`src/rtl/shift_pin_sout_pkg.sv`:
```
// Shared constants and types for the shift_pin_sout parallel-in/serial-out transmitter.
// The optional parity stage is enabled by defining SHIFT_PARITY_EN.
package shift_pin_sout_pkg;

    localparam int   WIDTH_DEF = 8;
    localparam logic FILL_BIT  = 1'b0;

    // Enough room for WIDTH data bits plus an optional parity bit.
    localparam int   CNT_W     = $clog2(WIDTH_DEF + 2);

    typedef enum logic [0:0] {
        ENG_IDLE     = 1'b0,
        ENG_SHIFTING = 1'b1
    } eng_state_e;

    function automatic int cnt_width(input int w);
        return $clog2(w + 2);
    endfunction

endpackage : shift_pin_sout_pkg

```
`src/rtl/shift_hold_reg.sv`:
```
// Holding register between the TI write side and the shifter, with full flag
// and sticky overrun tracking.
module shift_hold_reg
    import shift_pin_sout_pkg::*;
#(
    parameter int WIDTH = WIDTH_DEF
) (
    input  logic             clk_i,
    input  logic             rst_i,
    input  logic             wr_i,
    input  logic             take_i,
    input  logic             clr_err_i,
    input  logic [0:WIDTH-1] din_i,
    output logic [0:WIDTH-1] hold_o,
    output logic             full_o,
    output logic             overrun_o
);

    logic [0:WIDTH-1] hold_q;
    logic [0:WIDTH-1] hold_d;
    logic             full_q;
    logic             full_d;
    logic             overrun_q;
    logic             overrun_d;

    // take_i is only raised while full; a write in the same cycle refills the slot.
    always_comb begin
        hold_d    = hold_q;
        full_d    = full_q;
        overrun_d = overrun_q & ~clr_err_i;
        if (take_i) begin
            full_d = wr_i;
            if (wr_i) begin
                hold_d = din_i;
            end else begin
                hold_d = hold_q;
            end
        end else if (wr_i) begin
            if (!full_q) begin
                hold_d = din_i;
                full_d = 1'b1;
            end else begin
                overrun_d = 1'b1;
            end
        end else begin
            full_d = full_q;
        end
    end

    always_ff @(posedge clk_i) begin
        if (rst_i) begin
            hold_q    <= '0;
            full_q    <= 1'b0;
            overrun_q <= 1'b0;
        end else begin
            hold_q    <= hold_d;
            full_q    <= full_d;
            overrun_q <= overrun_d;
        end
    end

    assign hold_o    = hold_q;
    assign full_o    = full_q;
    assign overrun_o = overrun_q;

endmodule : shift_hold_reg

```
`src/rtl/shift_pin_sout.sv`:
```
// Parallel-in, serial-out transmitter for the Pi link: double-buffered, bit 0 first.
// Define SHIFT_PARITY_EN to append an odd-parity bit after each word.
module shift_pin_sout
    import shift_pin_sout_pkg::*;
#(
    parameter int   WIDTH = WIDTH_DEF,
    parameter logic FILL  = FILL_BIT
) (
    input  logic             clk,
    input  logic             rst,
    input  logic             cs,
    input  logic             le,
    input  logic             shift,
    input  logic             wr,
    input  logic [0:WIDTH-1] din,
    output logic             dout,
    output logic             busy,
    output logic             hold_full,
    output logic             underrun,
    output logic             overrun,
    input  logic             clr_err
);

    localparam int CW = cnt_width(WIDTH);
`ifdef SHIFT_PARITY_EN
    localparam int SW = WIDTH + 1;
`else
    localparam int SW = WIDTH;
`endif
    localparam logic [CW-1:0] N_CNT = CW'(SW);

    logic [0:WIDTH-1] hold_s;
    logic             hold_full_s;
    logic             latch_s;
    logic             shift_en_s;
    logic             take_s;
    logic [0:SW-1]    load_s;
    eng_state_e       eng_state_s;

    logic [0:SW-1]    shift_q;
    logic [0:SW-1]    shift_d;
    logic [CW-1:0]    bit_cnt_q;
    logic [CW-1:0]    bit_cnt_d;
    logic             underrun_q;
    logic             underrun_d;

    assign latch_s    = cs & le;
    assign shift_en_s = cs & shift & ~le;
    assign take_s     = latch_s & hold_full_s;

`ifdef SHIFT_PARITY_EN
    assign load_s = {hold_s, ~^hold_s};
`else
    assign load_s = hold_s;
`endif

    shift_hold_reg #(
        .WIDTH(WIDTH)
    ) u_hold (
        .clk_i     (clk),
        .rst_i     (rst),
        .wr_i      (wr),
        .take_i    (take_s),
        .clr_err_i (clr_err),
        .din_i     (din),
        .hold_o    (hold_s),
        .full_o    (hold_full_s),
        .overrun_o (overrun)
    );

    // Latch has priority over shift; a latch from an empty holding register flushes and flags underrun.
    always_comb begin
        shift_d    = shift_q;
        bit_cnt_d  = bit_cnt_q;
        underrun_d = underrun_q & ~clr_err;
        if (latch_s) begin
            if (hold_full_s) begin
                shift_d   = load_s;
                bit_cnt_d = N_CNT;
            end else begin
                shift_d    = {SW{FILL}};
                bit_cnt_d  = '0;
                underrun_d = 1'b1;
            end
        end else if (shift_en_s) begin
            shift_d = {shift_q[1:SW-1], FILL};
            if (bit_cnt_q != '0) begin
                bit_cnt_d = bit_cnt_q - CW'(1);
            end else begin
                bit_cnt_d = bit_cnt_q;
            end
        end else begin
            shift_d = shift_q;
        end
    end

    always_ff @(posedge clk) begin
        if (rst) begin
            shift_q    <= {SW{FILL}};
            bit_cnt_q  <= '0;
            underrun_q <= 1'b0;
        end else begin
            shift_q    <= shift_d;
            bit_cnt_q  <= bit_cnt_d;
            underrun_q <= underrun_d;
        end
    end

    assign eng_state_s = (bit_cnt_q != '0) ? ENG_SHIFTING : ENG_IDLE;

    assign dout      = shift_q[0];
    assign busy      = (eng_state_s == ENG_SHIFTING);
    assign hold_full = hold_full_s;
    assign underrun  = underrun_q;

endmodule : shift_pin_sout

```
`config.mk`:
```
export PLATFORM = sky130hd
export DESIGN_NAME = shift_pin_sout
export DESIGN_NICKNAME = d
export VERILOG_FILES = /design/src/rtl/shift_pin_sout_pkg.sv /design/src/rtl/shift_hold_reg.sv /design/src/rtl/shift_pin_sout.sv
export SDC_FILE = /design/constraint.sdc
export NUM_CORES = 1
export LEC_CHECK = 0
export CORE_ASPECT_RATIO = 0.75
export CORE_MARGIN = 10
export CORE_UTILIZATION = 50
export CTS_BUF_LIST = sky130_fd_sc_hd__clkbuf_4 sky130_fd_sc_hd__clkbuf_8 sky130_fd_sc_hd__clkbuf_16
export CTS_CLUSTER_SIZE = 16
export DETAILED_ROUTE_END_ITERATION = 16
export PLACE_DENSITY = 0.74
export SYNTH_ARGS = -nofsm -noshare
export SYNTH_HDL_FRONTEND = slang
export SYNTH_HIERARCHICAL = 1
export SYNTH_SLANG_ARGS = --single-unit
```
`constraint.sdc`:
```
create_clock -name clk -period 1.5 [get_ports clk]
set_input_delay 0.3 -clock clk [delete_from_list [all_inputs] [get_ports clk]]
set_output_delay 0.3 -clock clk [all_outputs]
set_load 0.03 [all_outputs]
```
==> metrics.md <==
| Metric | Value |
|---|---|
| CTS max path bufs | 2 |
| Min Tclk post-route | 1.663 ns |
| Post-layout total power | around 1.2 mW |
| Lkg Pwr | about 0.6 nW |
| Number of fill cells | 175 |
| Core area | between 2000 and 2500 µm² |
| Worst VDD drop | 0.5381 mV |
| Die height | just over 60 µm |
| Clock Root Buffer | clkbuf_4 |
| Synth warn | 6 |
| H-tree depth | 1 |
| Worst min path class | reg2reg |
| Final nets | ~170 |
| RSZ-0062 raised after global routing | true |
| P&R area growth vs syn | 31.53% |
| Critical Path Sink Type | primary output |
| Routed length per instance | roughly 15 µm |
| Unique masters post-synth | 33 |
| CP Launch Type | flop |
| Status | complete, but fails checks |
| Register area | roughly 460 µm² |
| Cell Area, Synth | 1135 µm² |
| Most frequent cells in the layout | dfxtp_1 (20), nand2b_1 (17), buf_4 (15) |
| Worst path max stage delay | 0.37 ns |
| Area share of fa/ha/maj cells after synthesis | about 1.1% |
| Post-CTS Hold Buffers | 0 |
| DRC violations left | 0 |
| # setup viols final | 1 |
| Rel. slew slack | roughly four fifths |
| GRT overflow | 0 |
| Commonest non-fill, non-tap cell in the layout | dfxtp_1 |
| Yosys reg bits | 23 |
| CP Buf/Inv Count | 2 |
| Flop2flop setup slack | approximately 0.05 ns |
| Post-CTS setup buffers | 0 |
| # IOs | 20 |
| Mean post-synth cell area | 8.936 µm² |
| DR iter-0 viols | 64 |
| CTS Buf Count | 3 |
| Finished Cell Area | roughly 1500 µm² |
| Failing checks | negative setup slack |
| Top-area cell type share of the netlist area | 40.57% |
| Gpl congestion | ~0.77 |
| Initial antenna violation count | 0 |
| Worst Path Class, Setup | reg2out |
| Initial Util | 54.44% |
| WP data required | ~1.2 ns |
| Layout Skew | ~0.0028 ns |
| Slew Viols, Final | 0 |
| Compound-gate portion of the synthesized area | about 17% |
| Worst-skew pair later-pin latency | 0.32 ns |
| Dpl hpwl | approximately 2000 µm |
| Die Width | about 75 µm |
| Antenna Violating Nets Remaining | 0 |
| Worst Hold Margin | slightly below 0.5 ns |
| Max-cap violations | 0 |
| Die ar. | approximately 4600 µm² |
| Via count | slightly below 1,000 |
| Post-layout util | a little over 70% |
| Main combinational cell family by area after synthesis | simple AND/OR/NAND/NOR gates |
| Slowest CP cell | or3b_4 |
| Setup TNS | -0.1626 ns |
| Seq/Total Area, Yosys | about two fifths |
| Drt first pass iters | 4 |
| Mapped Nets | between 100 and 150 |
| Port bufs | 19 |
| Simple-gate share of the synthesized area | roughly a quarter |
| Clock sinks | 23 |
| Worst Max-Slew Pin Slew | roughly 0.31 ns |
| Critical path arrival | about 1.4 ns |
| Ordered list of cells on the worst path | inv_2 -> ha_4 -> or3b_4 -> buf_6 |
| Largest net degree at the start of global routing | 31 |
| Dpl cell area | 1451 µm² |
| Ranking of synthesized cells by area | dfxtp_1 (41%), nand2b_1 (9.4%), mux2i_1 (7.1%) |
| XOR/XNOR Fraction of Synth Area | between 1.5 and 2% |
| Pwr Density | between 800 and 900 nW/µm² |
| Number of vias per cell | about 5.4 |
| Setup Slack @ Placement | -0.2836 ns |
| Post-synthesis instance total | 127 |
| CTS tree | built |
| Fin cells | ~180 |
| Final Hold Viols | 0 |
| Final setup margin | -0.1626 ns |
| CP Max Fanout | 2 |
| Row cnt | 14 |
| First-pass GRT wire length | between 4000 and 5000 µm |
| FMAX | between 600 and 700 MHz |
| Placed cell count | 177 |
| Area leader, netlist | dfxtp_1 |
| Layout cells sized above 1 | between 20% and 30% |
| WL final | 2646 µm |
| Multi-input gate area | about 600 µm² |
| Clock-pin slew on the worst setup and hold paths | roughly 0.13 ns |
| Number of global-route vias before repair | between 900 and 1,000 |
| GRT Util Overall | roughly an eighth |
| Crit-path leading delay family | simple AND/OR/NAND/NOR gates |
| Mux share of post-synthesis cell area | under 10% |
| Fin crit share | 110.8% |
| Diodes inserted | 0 |
## where the power goes
group / total [mW] / internal [mW] / switching [mW]
combinational: 0.268 / 0.143 / 0.124
clock: 0.295 / 0.0999 / 0.195
sequential: 0.666 / 0.646 / 0.0203
## state kept, by name, indices dropped and copies added, names as in the netlist
register          flops
u_hold/overrun_o      1
u_hold/hold_o         8
shift_q               8
bit_cnt_q             4
underrun              1
u_hold/full_o         1
## path summary, 6_finish.rpt
path | start | endpoint | depth (start not counted)
setup / recovery | bit_cnt_q[1] | busy | 4
hold / removal | u_hold/hold_o[2] | u_hold/hold_o[2] | 2
setup reg to reg | bit_cnt_q[1] | bit_cnt_q[1] | 6
hold reg to reg | u_hold/hold_o[2] | u_hold/hold_o[2] | 2
## cells by family (layout without fill, tap and decap cells)
logic type | count (synthesis) | count (layout)
fa+ha+maj | 1 | 1
xor+xnor | 2 | 2
simple gates | 48 | 48
compound gates | 26 | 26
flops | 23 | 23
buf+inv | 19 | 49
mux | 8 | 8
## synth_stat cells (all sizes together)
cell     instances
dfxtp           23
nand2b          17
nor2            13
inv              9
a21o             8
mux2i            8
a311oi           7
nand3            7
buf              6
a21oi            4
clkbuf           4
nor2b            3
nand4            2
nor3             2
a22oi            1
a31o             1
a31oi            1
and3             1
and4             1
ha               1
nand3b           1
o2111ai          1
o21a             1
o21ai            1
o22ai            1
or3b             1
xnor2            1
xor2             1
## worst register-to-register path, cell delays in order, from the launching register on
cell     delay (ns)
dfxtp_2        0.35
inv_2          0.06
ha_4           0.12
or3b_4         0.37
buf_4          0.16
and4_1         0.21
nor3_2         0.11
## layer usage
metal	GRT usage, %	vias to the layer above	wire length, µm
met5	0	-	0
met1	15.80	452	1236
met3	4.502	4	116
met4	4.032	0	29
met2	20.61	18	1263
li1	-	501	-
## final cells by class
class / instances / share of cell area, %
inverters: 9 / 2.263
repair buffers: 36 / 22.72
multi-input cells: 85 / 40.07
clock inverters: 1 / 0.3353
clock buffers: 3 / 1.509
well taps: 24 / 2.012
flip-flops and latches: 23 / 31.10
## timing repair
| action | 4_1_cts | 5_1_grt |
|---|---|---|
| pin swaps | 1 | 0 |
| setup endpoints to repair | 5 | 2 |
| resized for setup | 18 | 0 |
Power figures use the tool's default switching activity.
